[config.mk]
export PLATFORM = sky130hd
export DESIGN_NAME = flit_unpacker_flat
export DESIGN_NICKNAME = d
export VERILOG_FILES = /design/src/rtl/flit_unpacker_pkg.sv /design/src/rtl/flit_unpacker_if.sv /design/src/rtl/flit_unpacker.sv /design/src/flat_wrapper.sv
export SDC_FILE = /design/constraint.sdc
export NUM_CORES = 1
export LEC_CHECK = 0
export CORE_MARGIN = 2
export CORE_UTILIZATION = 40
export CTS_BUF_LIST = sky130_fd_sc_hd__clkbuf_4
export DETAILED_ROUTE_END_ITERATION = 6
export GPL_TIMING_DRIVEN = 0
export SYNTH_ARGS = -nofsm -noshare
export SYNTH_HDL_FRONTEND = slang
export SYNTH_SLANG_ARGS = --single-unit
[constraint.sdc]
create_clock -name clk -period 2.3 [get_ports clk]
set_clock_uncertainty 0.15 [all_clocks]
set_input_delay 0.46 -clock clk [delete_from_list [all_inputs] [get_ports clk]]
set_output_delay 0.46 -clock clk [all_outputs]
set_load 0.02 [all_outputs]
[src/rtl/flit_unpacker_pkg.sv]
// Shared definitions for the flit unpacker: FSM encoding and header format.
package flit_unpacker_pkg;

  typedef enum logic [1:0] {
    StHdr,
    StCollect,
    StEmit
  } state_e;

  // The header flit is the whole payload length; a zero length is illegal.
  localparam int unsigned HdrIllegalLen = 0;

endpackage

[src/rtl/flit_unpacker_if.sv]
// FIFO read-side and packed-word output signals of the flit unpacker.
interface flit_unpacker_if #(
  parameter int unsigned FLIT_W         = 4,
  parameter int unsigned FLITS_PER_WORD = 4
);
  localparam int unsigned NfW = $clog2(FLITS_PER_WORD) + 1;

  logic                             fifo_empty;
  logic [FLIT_W-1:0]                fifo_item;
  logic                             fifo_read;
  logic                             out_valid;
  logic                             out_ready;
  logic [FLIT_W*FLITS_PER_WORD-1:0] out_data;
  logic                             out_last;
  logic [NfW-1:0]                   out_nflits;

  modport master (
    output fifo_empty, fifo_item, out_ready,
    input  fifo_read, out_valid, out_data, out_last, out_nflits
  );

  modport slave (
    input  fifo_empty, fifo_item, out_ready,
    output fifo_read, out_valid, out_data, out_last, out_nflits
  );
endinterface

[src/rtl/flit_unpacker.sv]
// Pops length-prefixed packets from a show-ahead FIFO and packs the payload
// into FLITS_PER_WORD-flit words on a valid/ready output.
module flit_unpacker
  import flit_unpacker_pkg::*;
#(
  parameter int unsigned FLIT_W         = 4,
  parameter int unsigned FLITS_PER_WORD = 4
) (
  input  logic                  clk,
  input  logic                  reset,
  flit_unpacker_if.slave        bus,
  output logic                  hdr_err
);
  localparam int unsigned SlotW = $clog2(FLITS_PER_WORD);
  localparam int unsigned NfW   = SlotW + 1;
  localparam int unsigned WordW = FLIT_W * FLITS_PER_WORD;

  state_e            state_q;
  logic [FLIT_W-1:0] remaining_q;
  logic [SlotW-1:0]  slot_q;
  logic [WordW-1:0]  asm_q;
  logic [WordW-1:0]  asm_next;
  logic [WordW-1:0]  out_data_q;
  logic [NfW-1:0]    out_nflits_q;
  logic              out_valid_q;
  logic              out_last_q;
  logic              hdr_err_q;
  logic              pop;

  // Pop depends only on registered state, never on out_ready.
  assign pop = !reset && !bus.fifo_empty && (state_q == StHdr || state_q == StCollect);

  assign bus.fifo_read  = pop;
  assign bus.out_valid  = out_valid_q;
  assign bus.out_data   = out_data_q;
  assign bus.out_last   = out_last_q;
  assign bus.out_nflits = out_nflits_q;
  assign hdr_err        = hdr_err_q;

  always_comb begin
    asm_next = asm_q;
    asm_next[slot_q*FLIT_W +: FLIT_W] = bus.fifo_item;
  end

  always_ff @(posedge clk) begin
    if (reset) begin
      state_q      <= StHdr;
      remaining_q  <= '0;
      slot_q       <= '0;
      asm_q        <= '0;
      out_data_q   <= '0;
      out_nflits_q <= '0;
      out_valid_q  <= 1'b0;
      out_last_q   <= 1'b0;
      hdr_err_q    <= 1'b0;
    end else begin
      hdr_err_q <= 1'b0;
      unique case (state_q)
        StHdr: begin
          if (pop) begin
            if (bus.fifo_item == FLIT_W'(HdrIllegalLen)) begin
              hdr_err_q <= 1'b1;
            end else begin
              remaining_q <= bus.fifo_item;
              slot_q      <= '0;
              asm_q       <= '0;
              state_q     <= StCollect;
            end
          end
        end
        StCollect: begin
          if (pop) begin
            asm_q       <= asm_next;
            remaining_q <= remaining_q - FLIT_W'(1);
            slot_q      <= slot_q + SlotW'(1);
            if (slot_q == SlotW'(FLITS_PER_WORD - 1) || remaining_q == FLIT_W'(1)) begin
              out_data_q   <= asm_next;
              out_nflits_q <= NfW'(slot_q) + NfW'(1);
              out_last_q   <= (remaining_q == FLIT_W'(1));
              out_valid_q  <= 1'b1;
              state_q      <= StEmit;
            end
          end
        end
        StEmit: begin
          if (bus.out_ready) begin
            out_valid_q <= 1'b0;
            slot_q      <= '0;
            asm_q       <= '0;
            state_q     <= out_last_q ? StHdr : StCollect;
          end
        end
        default: state_q <= StHdr;
      endcase
    end
  end

endmodule
[src/flat_wrapper.sv]
// flat-port wrapper written by rule: the top's interface ports become plain ports
module flit_unpacker_flat import flit_unpacker_pkg::*;
#(
  parameter int unsigned FLIT_W         = 4,
  parameter int unsigned FLITS_PER_WORD = 4
)
  (clk, reset, hdr_err, bus_fifo_empty, bus_fifo_item, bus_out_ready, bus_fifo_read, bus_out_valid, bus_out_data, bus_out_last, bus_out_nflits);
  flit_unpacker_if #(.FLIT_W(FLIT_W), .FLITS_PER_WORD(FLITS_PER_WORD)) bus_i ();
  input  logic clk;
  input  logic reset;
  output logic hdr_err;
  input wire logic [$bits(bus_i.fifo_empty)-1:0] bus_fifo_empty;
  input wire logic [$bits(bus_i.fifo_item)-1:0] bus_fifo_item;
  input wire logic [$bits(bus_i.out_ready)-1:0] bus_out_ready;
  output wire logic [$bits(bus_i.fifo_read)-1:0] bus_fifo_read;
  output wire logic [$bits(bus_i.out_valid)-1:0] bus_out_valid;
  output wire logic [$bits(bus_i.out_data)-1:0] bus_out_data;
  output wire logic [$bits(bus_i.out_last)-1:0] bus_out_last;
  output wire logic [$bits(bus_i.out_nflits)-1:0] bus_out_nflits;
  assign bus_i.fifo_empty = bus_fifo_empty;
  assign bus_i.fifo_item = bus_fifo_item;
  assign bus_i.out_ready = bus_out_ready;
  assign bus_fifo_read = bus_i.fifo_read;
  assign bus_out_valid = bus_i.out_valid;
  assign bus_out_data = bus_i.out_data;
  assign bus_out_last = bus_i.out_last;
  assign bus_out_nflits = bus_i.out_nflits;
  flit_unpacker #(.FLIT_W(FLIT_W), .FLITS_PER_WORD(FLITS_PER_WORD)) u_core (.clk(clk), .reset(reset), .bus(bus_i), .hdr_err(hdr_err));
endmodule
Yosys cells after proc, flatten, opt, wreduce, memory -nomap -nowiden. Index checks and enable logic that the tools add are counted.

Bits in registers: 46. Logic and storage cells: 70.

$add $sub $neg: 4. Eq/ne operators: 9. Shift-type cells: 2. Mux-type cells: 27. Bitwise operators: 2. Reductions and logical operators: 17.

Operators with widths (number): $mux W16 (4); $pmux W16 S3 (1); $neg A4 Y34 (1); $shift A4 B34 Y16 const A (1); $shiftx A4 B34 Y16 (1); $mux W2 (9); $bwmux W16 (1); $mux W4 (3); $pmux W2 S3 (2); $ne A2 B2 Y1 const B (5); $reduce_and A5 Y1 (2); $pmux W4 S2 (1); $reduce_and A4 Y1 (2); $mux W1 (5); $eq A2 B2 Y1 const B (2); $eq A4 B1 Y1 const B (1); $logic_not A4 Y1 (1); $reduce_bool A2 Y1 (2); $sub A4 B1 Y4 const B (1); $add A2 B1 Y3 const B (1); $reduce_and A3 Y1 (1); $reduce_bool A3 Y1 (1); $reduce_or A3 Y1 (1); $add A2 B1 Y2 const B (1); 7 further kinds (11).

Logic depth before layout (Yosys ltp).
Depth in word-level cells: 5. Depth in mapped cells: 7. Mapped depth without buffers: 6.

Worst setup path before layout. No wires, ideal clock.

Path kind: reg-to-reg. From: reg u_core.slot_q[0]. To: reg u_core.asm_q[14]. Arrival: 1.785 ns. Setup slack: 0.305 ns. Cell stages (with the launch flop): 8. Buffers on the path: 1. Period minus slack after synthesis: 1.995 ns. Path through: dfxtp_1 > buf_4 > inv_1 > ha_1 > nor3b_1 > a32oi_1 > nor3b_1 > a41o_1.

Word-level cells in the longest chain between the ends: 5.

RTL lines: from (decl) (line flit_unpacker.sv:20) `logic [SlotW-1:0] slot_q;`; from (signal assigned) (line flit_unpacker.sv:75) `slot_q <= slot_q + SlotW'(1);`; $neg A4 Y34 * (line flit_unpacker.sv:42) `asm_next[slot_q*FLIT_W +: FLIT_W] = bus.fifo_item;`; $shiftx A4 B34 Y16 or $shift A4 B34 Y16 (tied branches) (line flit_unpacker.sv:42); $bwmux W16 * (line flit_unpacker.sv:42); $mux W16 * (line flit_unpacker.sv:72) `if (pop) begin`; $pmux W16 S3 * (line flit_unpacker.sv:58) `unique case (state_q)`; to (signal assigned) (line flit_unpacker.sv:73) `asm_q <= asm_next;`; to (decl) (line flit_unpacker.sv:21) `logic [WordW-1:0] asm_q;`.

Mark *: on every way between the ends. The rest lies on a longest branch, timed or not. The select of a mux whose other input is x is not followed. A chain may end at the register's enable or synchronous reset.

Final worst setup path.
From: in bus_fifo_item[1]. To: reg u_core.asm_q[8].

Word-level cells in the longest chain between the ends: 4.

RTL lines: from (decl) (line flat_wrapper.sv:13) `input wire logic [$bits(bus_i.fifo_item)-1:0] bus_fifo_item;`; $shiftx A4 B34 Y16 (line flit_unpacker.sv:42); $bwmux W16 (line flit_unpacker.sv:42); $mux W16 (line flit_unpacker.sv:72); $pmux W16 S3 (line flit_unpacker.sv:58).

Several ways; a longest one is shown, not always the timed one. The select of a mux whose other input is x is not followed.

==> results.yml <==
run_status:
  status: "completed"
grt:
  grt_overflow: 0
  grt_max_degree: 15
  antenna_found_initial: 0
  grt_use_met3_pct: 3.72
  grt_use_total_pct: 18.5
  met1_usage_pct: 24.1
  first_global_vias: 1844
  grt_busiest_layer: "met2"
  grt_pass1_wl_um: 8820
  grt_use_met2_pct: 30.6
synthesis:
  synth_area_leaders: "dfxtp_1 (43%), a21oi_1 (5.3%), a211oi_2 (4.6%), ha_1 (4.6%), o2bb2ai_1 (4.0%)"
  muxShareOfSynthArea_pct: 0.983
  synthSimpleGateAreaFrac_pct: 19.7
  synth_compound_gate_area_share_pct: 26.2
  synth_top_flop_cell: "dfxtp_1"
  syn_area_um2: 2160
  avgSynthCellArea_um2: 9.25
  synth_xor_area_share_pct: 0
  async_reset_ff_share_pct: 0
  synth-adder-area-share_pct: 4.62
  synth_nets: 250
  yosysWarnings: 0
  synth_top_cell_by_area: "dfxtp_1"
  synth_top_area_share_pct: 42.5
  yosysSeqAreaShare_pct: 42.5
  synth_top_family_by_area: "compound AO/OA/AOI/OAI gates"
  ys_ff_latch: 46
  netlist-cell-type-count: 47
  synth_edf_count: 0
  syn_inst: 234
sta:
  hold_viol_final: 0
  whs_ns: 0.268
  relSlewSlack_pct: 56.1
  fmax_mhz: 461
  fin_crit_sh_pct: 94.2
  min_period_ns: 2.17
  grt_setup_unrepaired: "false"
  worst-slew-pin-transition_ns: 0.659
  slew_violations: 0
  finalSetupViolations: 0
worst_setup_path:
  cp-end-kind: "register"
  crit_path_max_incr_delay_ns: 0.63
  r2r-end: "u_core.bus.out_data[2]"
  crit_type: "in2reg"
  crit_family: "buffers and inverters"
  r2r_slack_ns: 0.20
  cp.buffers_inverters: 2
  cp_slowest_cell: "or4_4"
  crit_chain: "clkdlybuf4s50_1 > or4_4 > nor2_1 > o311a_2 > buf_4 > o2bb2ai_1"
  crit_fanout: 10
  r2r-start: "u_core.slot_q[0]"
  worstRegToRegCells: 6
  arrival_ns: 2.31
  critPathLaunchType: "input port"
  required_ns: 2.44
power:
  irDropWorstVdd_mv: 0.342
  leakage_nw: 0.913
  powerDensity_nw_per_um2: 519
cells_and_area:
  n_antenna_cell: 0
  finalNonFillerCells: 341
  nNetsFinal: 286
  fillers: 501
  synthToLayoutAreaGrowth_pct: 21.0
  fin_util_pct: 50.7
  drive_gt1_share_pct: 14.4
drt:
  totalWireLength_um: 5200
  final_antenna_net_count: 0
  avgViaCountPerCell: 5.28
  drt_iter0_drc: 77
  avgRoutedWirePerCell_um: 15.3
  drc: 0
  vias: 1801
  dr.pass1.iters: 4
placement:
  numPortBuffers: 29
  gp_congestion: 0.802
  place.detailed.hpwl_um: 3710
  dp.cells: 333
floorplanning:
  core-area_um2: 5170
  die_y_um: 77.6
  ios: 31
  initial_core_util_pct: 41.8
  dieArea_um2: 6020
  chipWidth_um: 77.6
  num_rows: 26
clock_tree:
  insertion_delay_ns: 0.36
  h-tree-depth: 2
  cts_tree: "built"
  ctsHoldBuffers: 0
  cts-root-buf: "clkbuf_4"
  cts_setup_buffers: 0
  numClockSinks: 46
  clkTransAtPathRegs_ns: 0.13
  cts_buffers: 5
  clock_path_buffers: 2
worst_hold_path:
  worstHoldStart: "reset"
  worstHoldPathCells: 2
  hold_path.class: "in2reg"
  holdPathEnd: "u_core.bus.out_data[7]"
job:
  maxCapViolCount: 0
what timing repair did:
item / 4_1_cts / 5_1_grt
setup endpoints to repair: 5 / 5
pin swaps: 0 / 1
resized for setup: 6 / 3
layout make-up:
| cell class | instances | area (um^2) | share of cell area, % |
|---|---|---|---|
| clock buffer | 5 | 37.5 | 1.43 |
| clock inverter | 3 | 16.3 | 0.621 |
| multi-input combinational | 164 | 1140 | 43.4 |
| inverter | 12 | 45.0 | 1.72 |
| tap | 70 | 87.6 | 3.34 |
| timing repair buffer | 29 | 290 | 11.1 |
| buffer | 12 | 85.1 | 3.25 |
| sequential | 46 | 921 | 35.1 |
power by group:
group	leakage [nW]	internal (mW)	switching, mW
registers	0.372	0.810	0.0108
clock network	0.0286	0.114	0.264
logic	0.513	0.0621	0.0991
total	0.913	0.986	0.374
sequential cells by signal (all words and copies together), names as in the netlist:
signal                 cells
u_core.asm_q              16
u_core.bus.out_data       16
u_core.bus.out_last        1
u_core.bus.out_nflits      3
u_core.bus.out_valid       1
u_core.hdr_err             1
u_core.remaining_q         4
u_core.slot_q              2
u_core.state_q             2
worst max-delay path by stage:
stage / from / endpoint / cells after the start
after global placement: bus_fifo_empty / bus_fifo_read / 4
after floorplan: u_core.slot_q[0] / u_core.asm_q[14] / 7
after global routing: u_core.slot_q[0] / u_core.bus.out_data[2] / 6
after detailed placement: bus_fifo_empty / bus_fifo_read / 4
final: bus_fifo_item[1] / u_core.asm_q[8] / 6
after CTS: u_core.slot_q[0] / u_core.asm_q[15] / 7
cell usage after synthesis, types with 2 or more instances:
cell type	count
a32oi_1	4
a22o_1	2
nor2_1	19
o211a_1	2
a41o_1	2
dfxtp_1	46
inv_1	11
o21ai_0	8
nor4_1	3
buf_4	2
o2bb2ai_1	10
buf_6	4
o22ai_1	4
nor3_1	4
a31oi_1	3
nor3b_1	4
buf_2	2
nor2b_1	10
a21oi_1	23
ha_1	8
clkbuf_1	3
nand2_1	18
nand2b_1	3
a211oi_2	8
nand3_1	9
cells in the final DEF, fill, tap and decap left out, drive strengths merged, types with 10 or more instances in the layout:
cell and n:
a21oi 23, clkdlybuf4s50 27, dfxtp 46, inv 12, nand2 18, nor2 19, nor2b 10, o21ai 11
o2bb2ai 10
per-layer routing:
layer | vias to the layer above | wire, um | share of wire [%]
li1 | 925 | - | -
met1 | 833 | 2490 | 48
met2 | 41 | 2440 | 47
met3 | 2 | 244 | 4.7
met4 | 0 | 25 | 0.48
met5 | - | 0 | 0
stage by stage:
step / total power [mW] / TNS, ns / instance area, um^2 / setup WS, ns
floorplan: 0.941 / 0 / 2160 / 0.305
global placement: 0.997 / -5.36 / 2540 / -0.487
detailed placement: 0.997 / -5.48 / 2540 / -0.469
CTS: 1.38 / 0 / 2610 / 0.0810
global route: 1.43 / 0 / 2620 / 0.0570
finish: 1.36 / 0 / 2620 / 0.132
cells by family (layout without fill, tap and decap cells):
family                     after synthesis  after routing
AOI/OAI and AO/OA                       75             75
buffers and inverters                   24             61
muxes                                    2              2
adders and majority gates                8              8
and+or+nand+nor                         79             79
DFF                                     46             46
No activity file was read; power rests on OpenSTA's default activity.
